## src/rtl/decode_stage_pipe.sv

```systemverilog
// RV32I decode stage: control decode, register file with write-back bypass,
// immediate generation, illegal detection and the ID/EX pipeline register.
module decode_stage_pipe #(
  parameter int XLEN  = 32,
  parameter int NREGS = 32
) (
  input  logic            clk,
  input  logic            srst,
  input  logic            valid_d,
  input  logic [31:0]     instr_d,
  input  logic [XLEN-1:0] pc_d,
  input  logic [XLEN-1:0] pc_plus4_d,
  input  logic            reg_write_w,
  input  logic [4:0]      rd_w,
  input  logic [XLEN-1:0] result_w,
  input  logic            hold_e,
  input  logic            flush_e,
  output logic [4:0]      rs1_d,
  output logic [4:0]      rs2_d,
  output logic            valid_e,
  output logic            illegal_e,
  output logic            reg_write_e,
  output logic            mem_write_e,
  output logic            jump_e,
  output logic            branch_e,
  output logic            alu_src_e,
  output logic            alu_a_pc_e,
  output logic [1:0]      result_src_e,
  output logic [3:0]      alu_control_e,
  output logic [2:0]      funct3_e,
  output logic [XLEN-1:0] rd1_e,
  output logic [XLEN-1:0] rd2_e,
  output logic [XLEN-1:0] imm_ext_e,
  output logic [XLEN-1:0] pc_e,
  output logic [XLEN-1:0] pc_plus4_e,
  output logic [4:0]      rs1_e,
  output logic [4:0]      rs2_e,
  output logic [4:0]      rd_e
);

  localparam logic [3:0] ALU_ADD  = 4'd0;
  localparam logic [3:0] ALU_SUB  = 4'd1;
  localparam logic [3:0] ALU_AND  = 4'd2;
  localparam logic [3:0] ALU_OR   = 4'd3;
  localparam logic [3:0] ALU_XOR  = 4'd4;
  localparam logic [3:0] ALU_SLT  = 4'd5;
  localparam logic [3:0] ALU_SLTU = 4'd6;
  localparam logic [3:0] ALU_SLL  = 4'd7;
  localparam logic [3:0] ALU_SRL  = 4'd8;
  localparam logic [3:0] ALU_SRA  = 4'd9;
  localparam logic [3:0] ALU_PASSB = 4'd10;

  localparam logic [6:0] OP_R      = 7'b0110011;
  localparam logic [6:0] OP_I      = 7'b0010011;
  localparam logic [6:0] OP_LOAD   = 7'b0000011;
  localparam logic [6:0] OP_STORE  = 7'b0100011;
  localparam logic [6:0] OP_BRANCH = 7'b1100011;
  localparam logic [6:0] OP_JAL    = 7'b1101111;
  localparam logic [6:0] OP_JALR   = 7'b1100111;
  localparam logic [6:0] OP_LUI    = 7'b0110111;
  localparam logic [6:0] OP_AUIPC  = 7'b0010111;

  typedef struct packed {
    logic            valid;
    logic            illegal;
    logic            reg_write;
    logic            mem_write;
    logic            jump;
    logic            branch;
    logic            alu_src;
    logic            alu_a_pc;
    logic [1:0]      result_src;
    logic [3:0]      alu_control;
    logic [2:0]      funct3;
    logic [XLEN-1:0] rd1;
    logic [XLEN-1:0] rd2;
    logic [XLEN-1:0] imm;
    logic [XLEN-1:0] pc;
    logic [XLEN-1:0] pc4;
    logic [4:0]      rs1;
    logic [4:0]      rs2;
    logic [4:0]      rd;
  } idex_t;

  logic [NREGS-1:0][XLEN-1:0] rf_q, rf_d;
  logic [XLEN-1:0] rd1, rd2;
  logic [XLEN-1:0] imm_i, imm_s, imm_b, imm_j, imm_u;
  logic [6:0]      opcode;
  logic [2:0]      f3;
  logic            alt;
  logic            illegal_op, use_rs1, use_rs2, use_rd, bad_idx, illegal;
  idex_t           dec, ex_q, ex_d;

  // funct3 -> ALU op; alt picks sub/sra on the two funct3 codes that have them
  function automatic logic [3:0] alu_fn(input logic [2:0] fn3, input logic sel_alt);
    case (fn3)
      3'b000:  return sel_alt ? ALU_SUB : ALU_ADD;
      3'b001:  return ALU_SLL;
      3'b010:  return ALU_SLT;
      3'b011:  return ALU_SLTU;
      3'b100:  return ALU_XOR;
      3'b101:  return sel_alt ? ALU_SRA : ALU_SRL;
      3'b110:  return ALU_OR;
      default: return ALU_AND;
    endcase
  endfunction

  assign rs1_d  = instr_d[19:15];
  assign rs2_d  = instr_d[24:20];
  assign opcode = instr_d[6:0];
  assign f3     = instr_d[14:12];
  assign alt    = instr_d[30];

  assign imm_i = XLEN'($signed(instr_d[31:20]));
  assign imm_s = XLEN'($signed({instr_d[31:25], instr_d[11:7]}));
  assign imm_b = XLEN'($signed({instr_d[31], instr_d[7], instr_d[30:25], instr_d[11:8], 1'b0}));
  assign imm_j = XLEN'($signed({instr_d[31], instr_d[19:12], instr_d[20], instr_d[30:21], 1'b0}));
  assign imm_u = XLEN'($signed({instr_d[31:12], 12'b0}));

  // Register file next state: x0 and out-of-range indices never get written
  always_comb begin
    rf_d = rf_q;
    for (int i = 1; i < NREGS; i++)
      if (reg_write_w && rd_w == 5'(i)) rf_d[i] = result_w;
    rf_d[0] = '0;
  end

  // Read ports; a same-cycle write-back to the source register wins
  always_comb begin
    rd1 = '0;
    rd2 = '0;
    for (int i = 1; i < NREGS; i++) begin
      if (rs1_d == 5'(i)) rd1 = rf_q[i];
      if (rs2_d == 5'(i)) rd2 = rf_q[i];
    end
    if (reg_write_w && rd_w == rs1_d && rs1_d != 5'd0) rd1 = result_w;
    if (reg_write_w && rd_w == rs2_d && rs2_d != 5'd0) rd2 = result_w;
  end

  // Opcode decode into the ID/EX payload; strobes are killed on illegal or bubble
  always_comb begin
    dec        = '0;
    dec.funct3 = f3;
    dec.rd1    = rd1;
    dec.rd2    = rd2;
    dec.pc     = pc_d;
    dec.pc4    = pc_plus4_d;
    dec.rs1    = rs1_d;
    dec.rs2    = rs2_d;
    dec.rd     = instr_d[11:7];
    illegal_op = 1'b0;
    use_rs1    = 1'b0;
    use_rs2    = 1'b0;
    use_rd     = 1'b0;
    case (opcode)
      OP_R: begin
        dec.reg_write = 1'b1; dec.alu_control = alu_fn(f3, alt);
        use_rs1 = 1'b1; use_rs2 = 1'b1; use_rd = 1'b1;
      end
      OP_I: begin
        dec.reg_write = 1'b1; dec.alu_src = 1'b1; dec.imm = imm_i;
        dec.alu_control = alu_fn(f3, alt && f3 == 3'b101);
        use_rs1 = 1'b1; use_rd = 1'b1;
      end
      OP_LOAD: begin
        dec.reg_write = 1'b1; dec.alu_src = 1'b1; dec.result_src = 2'b01;
        dec.alu_control = ALU_ADD; dec.imm = imm_i;
        use_rs1 = 1'b1; use_rd = 1'b1;
      end
      OP_STORE: begin
        dec.mem_write = 1'b1; dec.alu_src = 1'b1; dec.alu_control = ALU_ADD; dec.imm = imm_s;
        use_rs1 = 1'b1; use_rs2 = 1'b1;
      end
      OP_BRANCH: begin
        dec.branch = 1'b1; dec.imm = imm_b;
        use_rs1 = 1'b1; use_rs2 = 1'b1;
        case (f3[2:1])
          2'b00:   dec.alu_control = ALU_SUB;
          2'b10:   dec.alu_control = ALU_SLT;
          2'b11:   dec.alu_control = ALU_SLTU;
          default: illegal_op = 1'b1;
        endcase
      end
      OP_JAL: begin
        dec.jump = 1'b1; dec.reg_write = 1'b1; dec.result_src = 2'b10; dec.imm = imm_j;
        use_rd = 1'b1;
      end
      OP_JALR: begin
        dec.jump = 1'b1; dec.reg_write = 1'b1; dec.alu_src = 1'b1; dec.result_src = 2'b10;
        dec.alu_control = ALU_ADD; dec.imm = imm_i;
        use_rs1 = 1'b1; use_rd = 1'b1;
      end
      OP_LUI: begin
        dec.reg_write = 1'b1; dec.alu_src = 1'b1; dec.alu_control = ALU_PASSB; dec.imm = imm_u;
        use_rd = 1'b1;
      end
      OP_AUIPC: begin
        dec.reg_write = 1'b1; dec.alu_src = 1'b1; dec.alu_a_pc = 1'b1;
        dec.alu_control = ALU_ADD; dec.imm = imm_u;
        use_rd = 1'b1;
      end
      default: illegal_op = 1'b1;
    endcase
    bad_idx = (use_rs1 && int'(rs1_d) >= NREGS) ||
              (use_rs2 && int'(rs2_d) >= NREGS) ||
              (use_rd  && int'(instr_d[11:7]) >= NREGS);
    illegal     = illegal_op || bad_idx;
    dec.valid   = valid_d;
    dec.illegal = valid_d && illegal;
    if (illegal || !valid_d) begin
      dec.reg_write = 1'b0;
      dec.mem_write = 1'b0;
      dec.jump      = 1'b0;
      dec.branch    = 1'b0;
    end
  end

  // ID/EX next state: flush beats hold; flush still loads the datapath fields
  always_comb begin
    ex_d = ex_q;
    if (flush_e) begin
      ex_d           = dec;
      ex_d.valid     = 1'b0;
      ex_d.illegal   = 1'b0;
      ex_d.reg_write = 1'b0;
      ex_d.mem_write = 1'b0;
      ex_d.jump      = 1'b0;
      ex_d.branch    = 1'b0;
    end else if (!hold_e) begin
      ex_d = dec;
    end
  end

  // Register file state, cleared by reset; writes continue during hold
  always_ff @(posedge clk) begin
    if (!srst) rf_q <= '0;
    else       rf_q <= rf_d;
  end

  // ID/EX pipeline register
  always_ff @(posedge clk) begin
    if (!srst) ex_q <= '0;
    else       ex_q <= ex_d;
  end

  assign valid_e       = ex_q.valid;
  assign illegal_e     = ex_q.illegal;
  assign reg_write_e   = ex_q.reg_write;
  assign mem_write_e   = ex_q.mem_write;
  assign jump_e        = ex_q.jump;
  assign branch_e      = ex_q.branch;
  assign alu_src_e     = ex_q.alu_src;
  assign alu_a_pc_e    = ex_q.alu_a_pc;
  assign result_src_e  = ex_q.result_src;
  assign alu_control_e = ex_q.alu_control;
  assign funct3_e      = ex_q.funct3;
  assign rd1_e         = ex_q.rd1;
  assign rd2_e         = ex_q.rd2;
  assign imm_ext_e     = ex_q.imm;
  assign pc_e          = ex_q.pc;
  assign pc_plus4_e    = ex_q.pc4;
  assign rs1_e         = ex_q.rs1;
  assign rs2_e         = ex_q.rs2;
  assign rd_e          = ex_q.rd;

endmodule

```

## config.mk

```make
export PLATFORM = sky130hd
export DESIGN_NAME = decode_stage_pipe
export DESIGN_NICKNAME = d
export VERILOG_FILES = /design/src/rtl/decode_stage_pipe.sv
export SDC_FILE = /design/constraint.sdc
export NUM_CORES = 2
export LEC_CHECK = 0
export ABC_CLOCK_PERIOD_IN_PS = 2400
export CAP_MARGIN = 20
export CORE_UTILIZATION = 45
export CTS_CLUSTER_DIAMETER = 100
export CTS_CLUSTER_SIZE = 8
export DETAILED_ROUTE_END_ITERATION = 10
export PLACE_DENSITY_LB_ADDON = 0.2
export SLEW_MARGIN = 20
export SYNTH_ARGS = -nofsm -noshare
export SYNTH_HDL_FRONTEND = slang
export SYNTH_SLANG_ARGS = --single-unit
```

## constraint.sdc

```tcl
create_clock -name clk -period 2.4 [get_ports clk]
set_input_delay 0.24 -clock clk [delete_from_list [all_inputs] [get_ports clk]]
set_output_delay 0.24 -clock clk [all_outputs]
set_load 0.01 [all_outputs]
```

Word level (Yosys, flattened, before mapping)
Index checks and enable logic that the tools add are counted.
Storage, ports and cells
  register bits: 1184
  input bits: 139
  output and inout bits: 202
  word-level logic and storage cells: 300
Operators by class
  equality and inequality tests: 113
  mux-type cells: 85
  bitwise logic cells: 1
  reductions and logical operators: 51
Operator list (number)
  32-bit 2-to-1 mux: 64
  186-bit 2-to-1 mux: 2
  5-bit == test (second input constant): 48
  32-bit case mux with 5 select lines: 1
  5-bit by 4-bit == test with 1-bit output (second input constant): 24
  5-bit by 3-bit == test with 1-bit output (second input constant): 12
  4-bit case mux with 7 select lines: 2
  1-bit logical AND: 37
  5-bit by 2-bit == test with 1-bit output (second input constant): 6
  7-bit by 6-bit == test with 1-bit output (second input constant): 3
  7-bit == test (second input constant): 3
  4-bit case mux with 4 select lines: 1
  5-bit by 1-bit == test with 1-bit output (second input constant): 3
  7-bit by 5-bit == test with 1-bit output (second input constant): 2
  1-bit 2-to-1 mux: 11
  5-bit == test: 2
  5-bit nonzero test: 2
  3-bit == test (second input constant): 3
  3-bit case mux with 3 select lines: 1
  8-bit OR reduction: 1
  7-bit by 2-bit == test with 1-bit output (second input constant): 1
  7-bit OR reduction: 1
  3-bit by 2-bit == test with 1-bit output (second input constant): 2
  2-bit OR reduction: 3
  other kinds (13): 15

Longest topological paths before layout
  depth after elaboration: 35
  mapped depth: 12
  depth with buffers taken out: 7

Worst setup path after synthesis
No wires, ideal clock.
  path type: input to register
  start: input port instr_d[23]
  end: register ex_q (netlist bit rd2_e[30])
  library setup time: 0.115 ns
  arrival time: 1.895 ns
  path slack: 0.389 ns
  stages on the path: 10
  buffers on the path: 3
  cell sequence: buf_4 > buf_6 > nand3b_1 > buf_2 > or3_1 > a21oi_1 > o211ai_1 > a221oi_1 > o2111ai_1 > and3_1
Between the ends
  word-level cells in the longest chain between the ends: 35
  elaborated cells on any way between the ends: 69
  classes of those cells: eq/ne: 32; mux: 34; reduce/logical: 3
Ends and longest elaborated chain
  from (decl): line 10  | input logic [31:0] instr_d,
  5-bit by 1-bit == test with 1-bit output: line 134  | if (rs2_d == 5'(i)) rd2 = rf_q[i];
  32-bit 2-to-1 mux (31 in series): line 134
  32-bit 2-to-1 mux (*): line 137  | if (reg_write_w && rd_w == rs2_d && rs2_d != 5'd0) rd2 = result_w;
  186-bit 2-to-1 mux: line 229  | end else if (!hold_e) begin
  186-bit 2-to-1 mux (*): line 221  | if (flush_e) begin
  to (signal assigned): line 242  | if (!srst) ex_q <= '0;
  to (signal assigned): line 243  | else ex_q <= ex_d;
  to (decl): line 92  | idex_t dec, ex_q, ex_d;
Mark *: on every way between the ends. The rest lies on a longest branch, timed or not. The select of a mux whose other input is x is not followed.
A chain may end at the register's enable or synchronous reset.

Final worst setup path
  start: input port instr_d[22]
  end: register ex_q (netlist bit rd2_e[26])
The elaborated chain is that of the path after synthesis.

==> results.py <==
metrics = {
    "setup_path": {
        "cp.arrival_ns": 3.21,
        "cp.required_ns": 3.13,
        "slowest_stage": "o21ai_0",
        "crit_chain": "buf_4 > buf_4 > nand2b_1 > buf_4 > nor2_2 > buf_4 > a221oi_1 > o21ai_0 > o21ai_2 > buf_4 > a211oi_1",
        "r2r-start": "rf_q[190]",
        "startpoint": "instr_d[22]",
        "crit_path_start_kind": "input port",
        "crit_top_cell": "buf_4",
        "critPathCaptureType": "flop",
        "critical_path.max_fanout": 11,
        "criticalPathCategory": "input port to flop",
        "max_stage_delay_ns": 0.80,
    },
    "die": {
        "num_io_pins": 341,
        "die_h_um": 373.7,
        "coreArea_um2": 137300,
        "start_util_pct": 45.28,
        "row_count": 136,
        "die_x_um": 373.7,
        "die-area_um2": 139700,
    },
    "worst_hold_path": {
        "hp-start": "pc_plus4_d[20]",
        "hp-class": "input port to flop",
    },
    "yosys": {
        "synth_edf_count": 0,
        "synthFlopType": "dfxtp_1",
        "syn-num-nets": 8367,
        "synth_area_leader_cell": "dfxtp_1",
        "syn_area_um2": 62180,
        "syn-instance-count": 8228,
        "synth_top_area_share_pct": 38.12,
        "yosys.area_share.simple_pct": 22.44,
        "synthMuxAreaShare_pct": 1.700,
        "synth_compound_area_share_pct": 31.50,
        "synth-seq-cells": 1184,
        "yosys_warnings": 0,
        "async_flop_share_pct": 0,
        "netlist-cell-type-count": 111,
        "synth-xor-area-share_pct": 0.1127,
        "synthTopCellsByArea": "dfxtp_1, nand2_1, a21boi_0",
        "syn_avg_cell_area_um2": 7.557,
        "seq_area_frac_synth_pct": 38.12,
        "synth-adder-area-share_pct": 0,
        "synth_top_family_by_area": "compound AO/OA/AOI/OAI gates",
    },
    "routing": {
        "routed_wl_mm": 368.4,
        "antenna_left": 0,
        "routedWlPerCell_um": 33.55,
        "vias": 73760,
        "route.detailed.drc": 1,
        "drtIter0Drc": 12060,
        "via_per_inst": 6.717,
        "first_pass_iters": 11,
    },
    "clock_network": {
        "clockRootBuffer": "clkbuf_16",
        "numCtsBuffers": 166,
        "ctsHtreeMaxLevel": 4,
        "cts_tree": "done",
        "clk_latency_ns": 0.84,
        "cts_num_sinks": 1184,
        "cts_buffer_depth": 3,
        "clk_pin_slew_ns": 0.06,
    },
    "power_and_ir_drop": {
        "ir_worst_vdd_uv": 540.6,
        "p_leak_nw": 29.23,
        "internal-power_w": 0.03514,
        "switching_share_pct": 28.88,
        "p_per_area_nw_per_um2": 611.4,
        "p_clk_share_pct": 43.9,
        "pwr-share-seq_pct": 41.2,
        "p_switching_w": 0.01427,
        "combPwrFrac_pct": 14.9,
    },
    "final_layout": {
        "nets": 9294,
        "final_area_um2": 80800,
        "drive_gt1_share_pct": 17.01,
        "area_delta_synth_final_pct": 29.94,
    },
    "timing": {
        "drv_slew": 0,
        "finalClockSkew_ns": 0.03437,
        "fin_crit_ns": 2.477,
        "period_share_pct": 103.2,
        "tightest_slew_ns": 1.059,
        "setup_slack_ns": -0.07734,
        "max_freq_ghz": 0.4037,
        "worst_hold_slack_ns": 0.01184,
        "setup_viol_count_final": 3,
        "maxSlewHeadroom_pct": 29.21,
        "finalHoldViolCount": 0,
        "rsz0062_at_grt": "false",
    },
    "place": {
        "hpwl_mm": 270.2,
        "dpl_cell_area_um2": 75640,
        "routabilityCongestion": 1.073,
        "io_buffers": 340,
    },
    "global_route": {
        "antenna_found_initial": 21,
        "grt_start_max_net_pins": 100,
        "grt_pass1_wl_mm": 511.7,
        "gr-total-overflow": 0,
        "grt_pass1_vias": 67950,
        "grt_use_total_pct": 50.63,
    },
    "run_status": {
        "violations": "design-rule violations, negative setup slack",
        "status": "finished with violations",
    },
    "flow_run": {
        "cap_violations": 0,
    },
}
[logic make-up after synthesis]
kind of cell	after synthesis
AO/OA/AOI/OAI	2763
XOR/XNOR	8
buffers and inverters	864
flip-flops	1184
multiplexers	100
AND/OR/NAND/NOR	3309
[per-stage QoR]
stage,worst slack (ns),power [W],std cells,util [%],setup TNS (ns)
after floorplan,0.3895,0.02350,8228,-,0
after global placement,-1.115,0.02759,10720,55.08,-35.67
after detailed placement,-1.076,0.02762,10720,55.08,-43.69
after CTS,-0.06849,0.04896,10970,58.78,-0.06849
after global routing,0.004386,0.05013,10970,58.82,0
final,-0.07734,0.04940,10980,58.84,-0.1614
[path summary, 6_finish.rpt]
kind	slack, ns	end	cells after the start
worst max-delay path	-0.08	rd2_e[26]	11
worst min-delay path	0.01	pc_plus4_e[20]	3
worst max register to register	-0.01	rd2_e[30]	9
worst min register to register	0.46	pc_plus4_e[14]	2
[cell usage after synthesis, types with 19 or more instances]
master,instances
nand2_1,2433
dfxtp_1,1184
a21boi_0,956
clkbuf_1,552
o21ai_0,350
nor2_1,314
a21oi_1,264
o22ai_1,187
buf_2,168
a22oi_1,161
a21boi_1,132
nand3_1,116
nor3_1,111
a222oi_1,87
a211oi_1,81
o221ai_1,80
mux2i_1,73
a221oi_1,67
and3_1,60
buf_4,59
a31oi_1,47
o21ai_1,42
nor2b_1,41
a22o_1,31
inv_1,31
o2bb2ai_1,30
o211ai_1,28
and2_1,25
a21o_1,24
nand2b_1,24
mux2_2,23
o21bai_1,21
or3_1,21
buf_1,19
[sequential cells by signal (all words and copies together), names as in the netlist, 2 cells and up]
name,count
rd_e,5
result_src_e,2
rs1_e,5
funct3_e,3
pc_e,32
imm_ext_e,32
pc_plus4_e,32
rd1_e,32
rd2_e,32
rs2_e,5
rf_q,992
alu_control_e,4
[placed cells by master (no fill, tap or decap), types with 42 or more instances in the layout]
| cell | n |
|---|---|
| nor3_1 | 96 |
| a22oi_1 | 161 |
| nand2_1 | 2433 |
| mux2i_1 | 73 |
| a222oi_1 | 87 |
| o22ai_1 | 187 |
| a21boi_0 | 956 |
| clkdlybuf4s50_1 | 321 |
| nand3_1 | 116 |
| a221oi_1 | 65 |
| a21boi_1 | 132 |
| clkbuf_16 | 166 |
| a211oi_1 | 76 |
| o21ai_1 | 42 |
| dlygate4sd3_1 | 60 |
| buf_4 | 999 |
| buf_12 | 194 |
| o21ai_0 | 349 |
| a31oi_1 | 47 |
| nor2_1 | 289 |
| dfxtp_1 | 1182 |
| a21oi_1 | 264 |
| o221ai_1 | 80 |
| and3_1 | 60 |
[metal layers]
metal,part of all wire (%),wire [um],global-route usage (%),up-vias
met4,8.6,31740,36.28,8
met1,37,137600,64.84,35470
met3,13,48440,13.70,1387
li1,-,-,-,30720
met5,0.014,52,0,-
met2,41,150600,73.13,6172
[power by group through the flow]
stage | registers [W] | clock network [W] | logic, W
detailed placement | 0.0207 | 0 | 0.00688
global placement | 0.0207 | 0 | 0.00686
global route | 0.0204 | 0.0224 | 0.00740
CTS | 0.0203 | 0.0216 | 0.00700
finish | 0.0204 | 0.0217 | 0.00736
floorplan | 0.0207 | 0 | 0.00284
[layout make-up]
cell class	count	area, um2
diodes	16	40.04
flip-flops and latches	1184	23710
clock inverters	16	294.0
multi-input cells	6180	34920
clock buffers	168	4161
well taps	1794	2245
fillers	12440	56520
inverters	35	131.4
repair buffers	1588	15300
[critical path, delay by kind of cell]
family | cells | cell delay (ns)
buffers and inverters | 5 | 1.13
AND/OR/NAND/NOR | 2 | 0.38
AO/OA/AOI/OAI | 4 | 1.42
[what timing repair did]
action | CTS | global route
hold buffers | 60 | 0
gates cloned | 0 | 0
setup buffers | 0 | 0
pin swaps | 0 | 4
endpoints found under the hold margin | 102 | 0
setup endpoints to repair | 4 | 7
resized for setup | 5 | 10
(Power assumes the default switching activity.)
